File: src/rtl/serial_addsub_pkg.sv
// Shared definitions for the digit-serial adder/subtractor.
//   state_t      : controller state encoding (IDLE, RUN, DONE)
//   OP_ADD/OP_SUB: values of the sel input
//   width_check  : true when WIDTH is a non-zero multiple of DIGIT
package serial_addsub_pkg;

  typedef enum logic [1:0] {
    ST_IDLE = 2'd0,
    ST_RUN  = 2'd1,
    ST_DONE = 2'd2
  } state_t;

  localparam logic OP_ADD = 1'b0;
  localparam logic OP_SUB = 1'b1;

  // Used at elaboration to reject parameter sets where the operand
  // cannot be split into whole digits.
  function automatic bit width_check(input int width, input int digit);
    if (digit < 1 || digit > width) return 1'b0;
    return (width % digit) == 0;
  endfunction

endpackage

File: src/rtl/serial_addsub_digit.sv
// DIGIT-bit ripple-carry adder slice built from full-adder equations.
// Ports:
//   a, b      : digit operands (b already inverted by the caller for subtract)
//   cin       : carry into bit 0
//   s         : digit sum
//   cout      : carry out of the top bit
//   c_msb_in  : carry into the top bit (needed for the overflow flag)
module addsub_digit #(
  parameter int DIGIT = 2
) (
  input  logic [DIGIT-1:0] a,
  input  logic [DIGIT-1:0] b,
  input  logic             cin,
  output logic [DIGIT-1:0] s,
  output logic             cout,
  output logic             c_msb_in
);

  always_comb begin
    logic c;
    c        = cin;
    s        = '0;
    c_msb_in = cin;
    for (int i = 0; i < DIGIT; i++) begin
      if (i == DIGIT - 1) c_msb_in = c;
      s[i] = a[i] ^ b[i] ^ c;
      c    = (a[i] & b[i]) | (c & (a[i] ^ b[i]));
    end
    cout = c;
  end

endmodule

File: src/rtl/serial_addsub.sv
// Digit-serial adder/subtractor. Processes a WIDTH-bit operand pair DIGIT
// bits per clock, least-significant digit first, behind a start/busy/done
// handshake.
// Ports:
//   clk, rst  : rising-edge clock, synchronous active-high reset
//   start     : request, sampled when ready=1
//   sel       : 0 = a+b, 1 = a-b (captured with start)
//   a, b      : operands (captured with start)
//   ready     : high in IDLE and DONE
//   busy      : high in RUN
//   done      : one-cycle pulse when the result is committed
//   sum       : registered result, held until the next commit
//   cout      : carry out of the MSB (subtract: 1 = no borrow)
//   ovf       : two's-complement overflow
//   zero      : sum == 0
module serial_addsub
  import serial_addsub_pkg::*;
#(
  parameter int WIDTH = 8,
  parameter int DIGIT = 2
) (
  input  logic             clk,
  input  logic             rst,
  input  logic             start,
  input  logic             sel,
  input  logic [WIDTH-1:0] a,
  input  logic [WIDTH-1:0] b,
  output logic             ready,
  output logic             busy,
  output logic             done,
  output logic [WIDTH-1:0] sum,
  output logic             cout,
  output logic             ovf,
  output logic             zero
);

  localparam int  NCYC      = WIDTH / DIGIT;
  localparam int  CW        = (NCYC > 1) ? $clog2(NCYC) : 1;
  localparam bit  PARAMS_OK = width_check(WIDTH, DIGIT);

  generate
    if (!PARAMS_OK) begin : g_param_err
      $error("serial_addsub: WIDTH must be a non-zero multiple of DIGIT");
    end
  endgenerate

  state_t           state;
  logic [WIDTH-1:0] a_sh;
  logic [WIDTH-1:0] b_sh;
  logic [WIDTH-1:0] res_sh;
  logic [WIDTH-1:0] res_next;
  logic             carry;
  logic [CW-1:0]    cnt;

  logic [DIGIT-1:0] d_s;
  logic             d_cout;
  logic             d_cmsb;
  logic             last;
  logic             is_sub;

  addsub_digit #(.DIGIT(DIGIT)) u_digit (
    .a        (a_sh[DIGIT-1:0]),
    .b        (b_sh[DIGIT-1:0]),
    .cin      (carry),
    .s        (d_s),
    .cout     (d_cout),
    .c_msb_in (d_cmsb)
  );

  assign is_sub = (sel == OP_SUB);
  assign last   = (cnt == CW'(NCYC - 1));

  // Result fills from the top so that after NCYC digits the first (least
  // significant) digit has arrived at bit 0. Written as shift-then-overlay
  // so the DIGIT == WIDTH case needs no special slicing.
  always_comb begin
    res_next                  = res_sh >> DIGIT;
    res_next[WIDTH-1 -: DIGIT] = d_s;
  end

  always_ff @(posedge clk) begin
    if (rst) begin
      state  <= ST_IDLE;
      a_sh   <= '0;
      b_sh   <= '0;
      res_sh <= '0;
      carry  <= 1'b0;
      cnt    <= '0;
      sum    <= '0;
      cout   <= 1'b0;
      ovf    <= 1'b0;
      zero   <= 1'b0;
      done   <= 1'b0;
      busy   <= 1'b0;
      ready  <= 1'b1;
    end else begin
      case (state)
        ST_IDLE, ST_DONE: begin
          done <= 1'b0;
          if (start) begin
            // Subtract is a + ~b + 1: invert b here, inject the +1 as carry-in.
            a_sh   <= a;
            b_sh   <= b ^ {WIDTH{is_sub}};
            carry  <= is_sub;
            cnt    <= '0;
            res_sh <= '0;
            busy   <= 1'b1;
            ready  <= 1'b0;
            state  <= ST_RUN;
          end else begin
            busy  <= 1'b0;
            ready <= 1'b1;
            state <= ST_IDLE;
          end
        end

        ST_RUN: begin
          a_sh   <= a_sh >> DIGIT;
          b_sh   <= b_sh >> DIGIT;
          carry  <= d_cout;
          res_sh <= res_next;
          cnt    <= cnt + CW'(1);
          if (last) begin
            sum   <= res_next;
            cout  <= d_cout;
            ovf   <= d_cmsb ^ d_cout;
            zero  <= (res_next == '0);
            done  <= 1'b1;
            busy  <= 1'b0;
            ready <= 1'b1;
            state <= ST_DONE;
          end
        end

        default: begin
          done  <= 1'b0;
          busy  <= 1'b0;
          ready <= 1'b1;
          state <= ST_IDLE;
        end
      endcase
    end
  end

endmodule

File: config.mk
export PLATFORM = sky130hd
export DESIGN_NAME = serial_addsub
export DESIGN_NICKNAME = d
export VERILOG_FILES = /design/src/rtl/serial_addsub_pkg.sv /design/src/rtl/serial_addsub_digit.sv /design/src/rtl/serial_addsub.sv
export SDC_FILE = /design/constraint.sdc
export NUM_CORES = 1
export LEC_CHECK = 0
export ABC_AREA = 0
export ABC_CLOCK_PERIOD_IN_PS = 5000
export BUFFER_PORTS_ARGS = -buffer_cell sky130_fd_sc_hd__buf_2
export CORE_MARGIN = 1.5
export CORE_UTILIZATION = 40
export CTS_CLUSTER_DIAMETER = 50
export CTS_CLUSTER_SIZE = 30
export DETAILED_ROUTE_END_ITERATION = 8
export HOLD_SLACK_MARGIN = 0.03
export PLACE_DENSITY = 0.64
export RECOVER_POWER = 25
export SETUP_SLACK_MARGIN = 0.5
export SLEW_MARGIN = 20
export SYNTH_ARGS = -nofsm -noshare
export SYNTH_HDL_FRONTEND = slang
export SYNTH_SLANG_ARGS = --single-unit
File: constraint.sdc
create_clock -name clk -period 5 [get_ports clk]
set_input_delay 1 -clock clk [delete_from_list [all_inputs] [get_ports clk]]
set_output_delay 1 -clock clk [all_outputs]
set_load 0.02 [all_outputs]
==> results.md <==
* Largest delay share family, worst path: buffers and inverters
* CTS root buf: clkbuf_8
* First-pass GRT wire length at 5.75 mm
* Cell count after synthesis at 197
* DR DRC count at 0
* DR vias at 1398
* Startpoint Class: input port
* Post-DP HPWL at 2.13 mm
* H-tree lvl count at 2
* Max Slew Vio Count at 43
* Post-layout min period at 2420 ps
* Final setup violation count at 0
* Met3 wire length at 131 um
* Worst reg-to-reg setup slack at 3180 ps
* Final Total Pwr at 0.643 mW
* Crit Path Max Fanout at 42
* Ant diodes at 0
* CP max-delay cell: clkbuf_1
* Die H at 69.1 um
* Critical path buffer and inverter count at 1
* Synth top area share at 0.470
* Worst Hold Class: reg -> reg
* Post-synth EDFFs at 0
* Peak supply drop at 0.216 mV
* Starting density of the core at 0.427
* DIE AREA at 4770 sq um
* Initial drt markers at 46
* Placer congestion estimate at 0.731
* Required time worst endpoint at 5170 ps
* WL/cell at 12.9 um
* Commonest cells after routing, fill and taps aside: 41 x dfxtp_1, 32 x a21oi_1, 31 x buf_2
* Unrepaired setup endpoints after global routing: false
* Final hold viol count at 0
* Synth warn at 0
* Hold Buf Count CTS at 0
* Vias per inst at 5.18
* Number of distinct library cells after synthesis at 31
* Period Utilization, post-route at 0.484
* Max layer used: met4
* Initial antenna violation count at 0
* Most common flop cell mapped by yosys: dfxtp_1
* Synth Register Bits at 41
* M1 WL at 1.64 mm
* CTS tree: done
* Worst min-delay path startpoint: sum[5]
* Top cell type by total area after synthesis: dfxtp_1
* Clk Latency, worst-skew pair at 290 ps
* Final TNS setup at 0 ps
* Maximum clock insertion buffer count at 2
* Worst r2r src: a_sh[0]
* DR pass1 iterations at 4
* Syn_nets at 220
* Worst-margin pin slew at 1810 ps
* Leakage Power at 0.728 nW
* Vias in the first global route at 1298
* Post-CTS sizing at 0
* FFs w/ async S/R, synth at 0
* Ranking of synthesized cells by area: dfxtp_1 47%, a21oi_1 9.2%, nand3_1 7.2%, a22oi_1 5.2%, nand2_1 4.5%
* Outcome: finished, violations left
* Setup crit end kind: flip-flop
* Crit-path cells: clkbuf_1 > nand3b_1 > o21ai_0
* Worst hold path stage count at 2
* I/O pin cnt at 34
* Setup CP Type: in -> reg
* Clock buffer count from CTS at 5
* Post-CTS Setup Inserts at 0
* Reg clk slew, reported paths at 70 ps
* Worst Path Arrival at 2590 ps
* Avg Cell Area, Syn at 8.86 sq um
* Pin count of the biggest net entering global routing at 43
* Netlist Area Pre-Place at 1750 sq um
* GR Overflow Total at 0
* Sink Count at 41
* Max-capacitance violation count at 1
* Layout area overhead at 12.0%
* Clk_skew at 2.02 ps
* CP peak stage delay at 1280 ps
* Final ANT Viol Nets at 0
* DR WL met2 at 1.62 mm
* Overall Global Routing Usage at 0.148
* Die span in x at 69.1 um
* Pwr dens at 329 nW/um^2
* I/O Buffers at 33
* FMAX at 413 MHz
* Fin nets at 243
* Most common cell after layout, fill and taps aside: dfxtp_1
* Worst Hold Path EP: sum[5]
* Drt total wl at 3.47 mm
* Sequential share of the synthesized area at 0.470
* Core area at 4090 sq um
* Reg-to-reg endpoint: res_sh[7]
* R2R cell count at 5
* Fillers at 457
* Slew HR at -0.205
* Proportion of layout cells with a drive suffix above 1 at 0.186
* Failing checks: capacitance limit, slew limit
* Num rows at 23
* Fin util at 0.478
## cell usage after synthesis, types with 2 or more instances
cell and number:
nand2_1 21, nand2b_1 5, fa_1 2, buf_6 3
a21oi_1 32, buf_4 3, a211oi_2 3, nor2_1 6
inv_1 5, clkbuf_1 6, nor3_1 3, a22oi_1 12
xor2_1 8, nand3b_1 3, nand3_1 25, buf_2 5
dfxtp_1 41
## per-stage QoR
step	instances	setup slack [ps]	hold WS [ps]	cell area, sq um
2_1_floorplan	197	3230	444	1750
3_3_place_gp	263	2760	439	1870
3_5_place_dp	263	2740	445	1870
4_1_cts	270	3040	455	1960
5_1_grt	270	2400	466	1950
6_report	270	2580	452	1950
## final cells by class
class / count / area (sq um) / share of cell area
clock buffer: 7 / 86.3 / 0.0442
tap: 50 / 62.6 / 0.0320
inverter: 5 / 18.8 / 0.00960
timing repair buffer: 34 / 170 / 0.0871
multi-input combinational: 133 / 796 / 0.407
sequential: 41 / 821 / 0.420
## report_power, final
group | internal (mW) | switching, mW
combinational | 0.0307 | 0.0475
sequential | 0.341 | 0.00800
clock | 0.109 | 0.107
total | 0.481 | 0.162
## worst reg2reg max path: cells and delay by family (launching register included)
kind / cells / cell delay (ps)
AO/OA/AOI/OAI: 1 / 70
buffers and inverters: 1 / 60
AND/OR/NAND/NOR: 1 / 130
adder cells (fa/ha/maj): 2 / 1040
flip-flops: 1 / 330
## layer usage
metal,vias to the layer above,track usage
met3,7,0.0365
met4,0,0.0741
met5,-,0
met1,635,0.181
li1,726,-
met2,30,0.239
## flip-flops by register name (all words and copies together), names as in the netlist
name and flops:
a_sh 8, b_sh 8, busy 1, carry 1, cnt 2, cout 1, done 1, ovf 1
ready 1, res_sh 6, state 2, sum 8, zero 1
## worst max-delay path by stage
| stage | from | end | slack (ps) | depth (start not counted) |
|---|---|---|---|---|
| 5_1_grt | rst | zero | 2400 | 3 |
| 3_3_place_gp | start | state[0] | 2760 | 4 |
| 3_5_place_dp | start | b_sh[0] | 2740 | 4 |
| 4_1_cts | start | cnt[1] | 3040 | 4 |
| 6_report | rst | zero | 2580 | 3 |
| 2_1_floorplan | start | b_sh[2] | 3230 | 5 |
## cell families after synthesis
group	Yosys count	synth area share
AO/OA/AOI/OAI	52	0.186
buffers and inverters	23	0.0724
adder cells (fa/ha/maj)	3	0.0301
XOR/XNOR	9	0.0452
flip-flops	41	0.470
AND/OR/NAND/NOR	69	0.196
No activity file was read; power rests on OpenSTA's default activity.
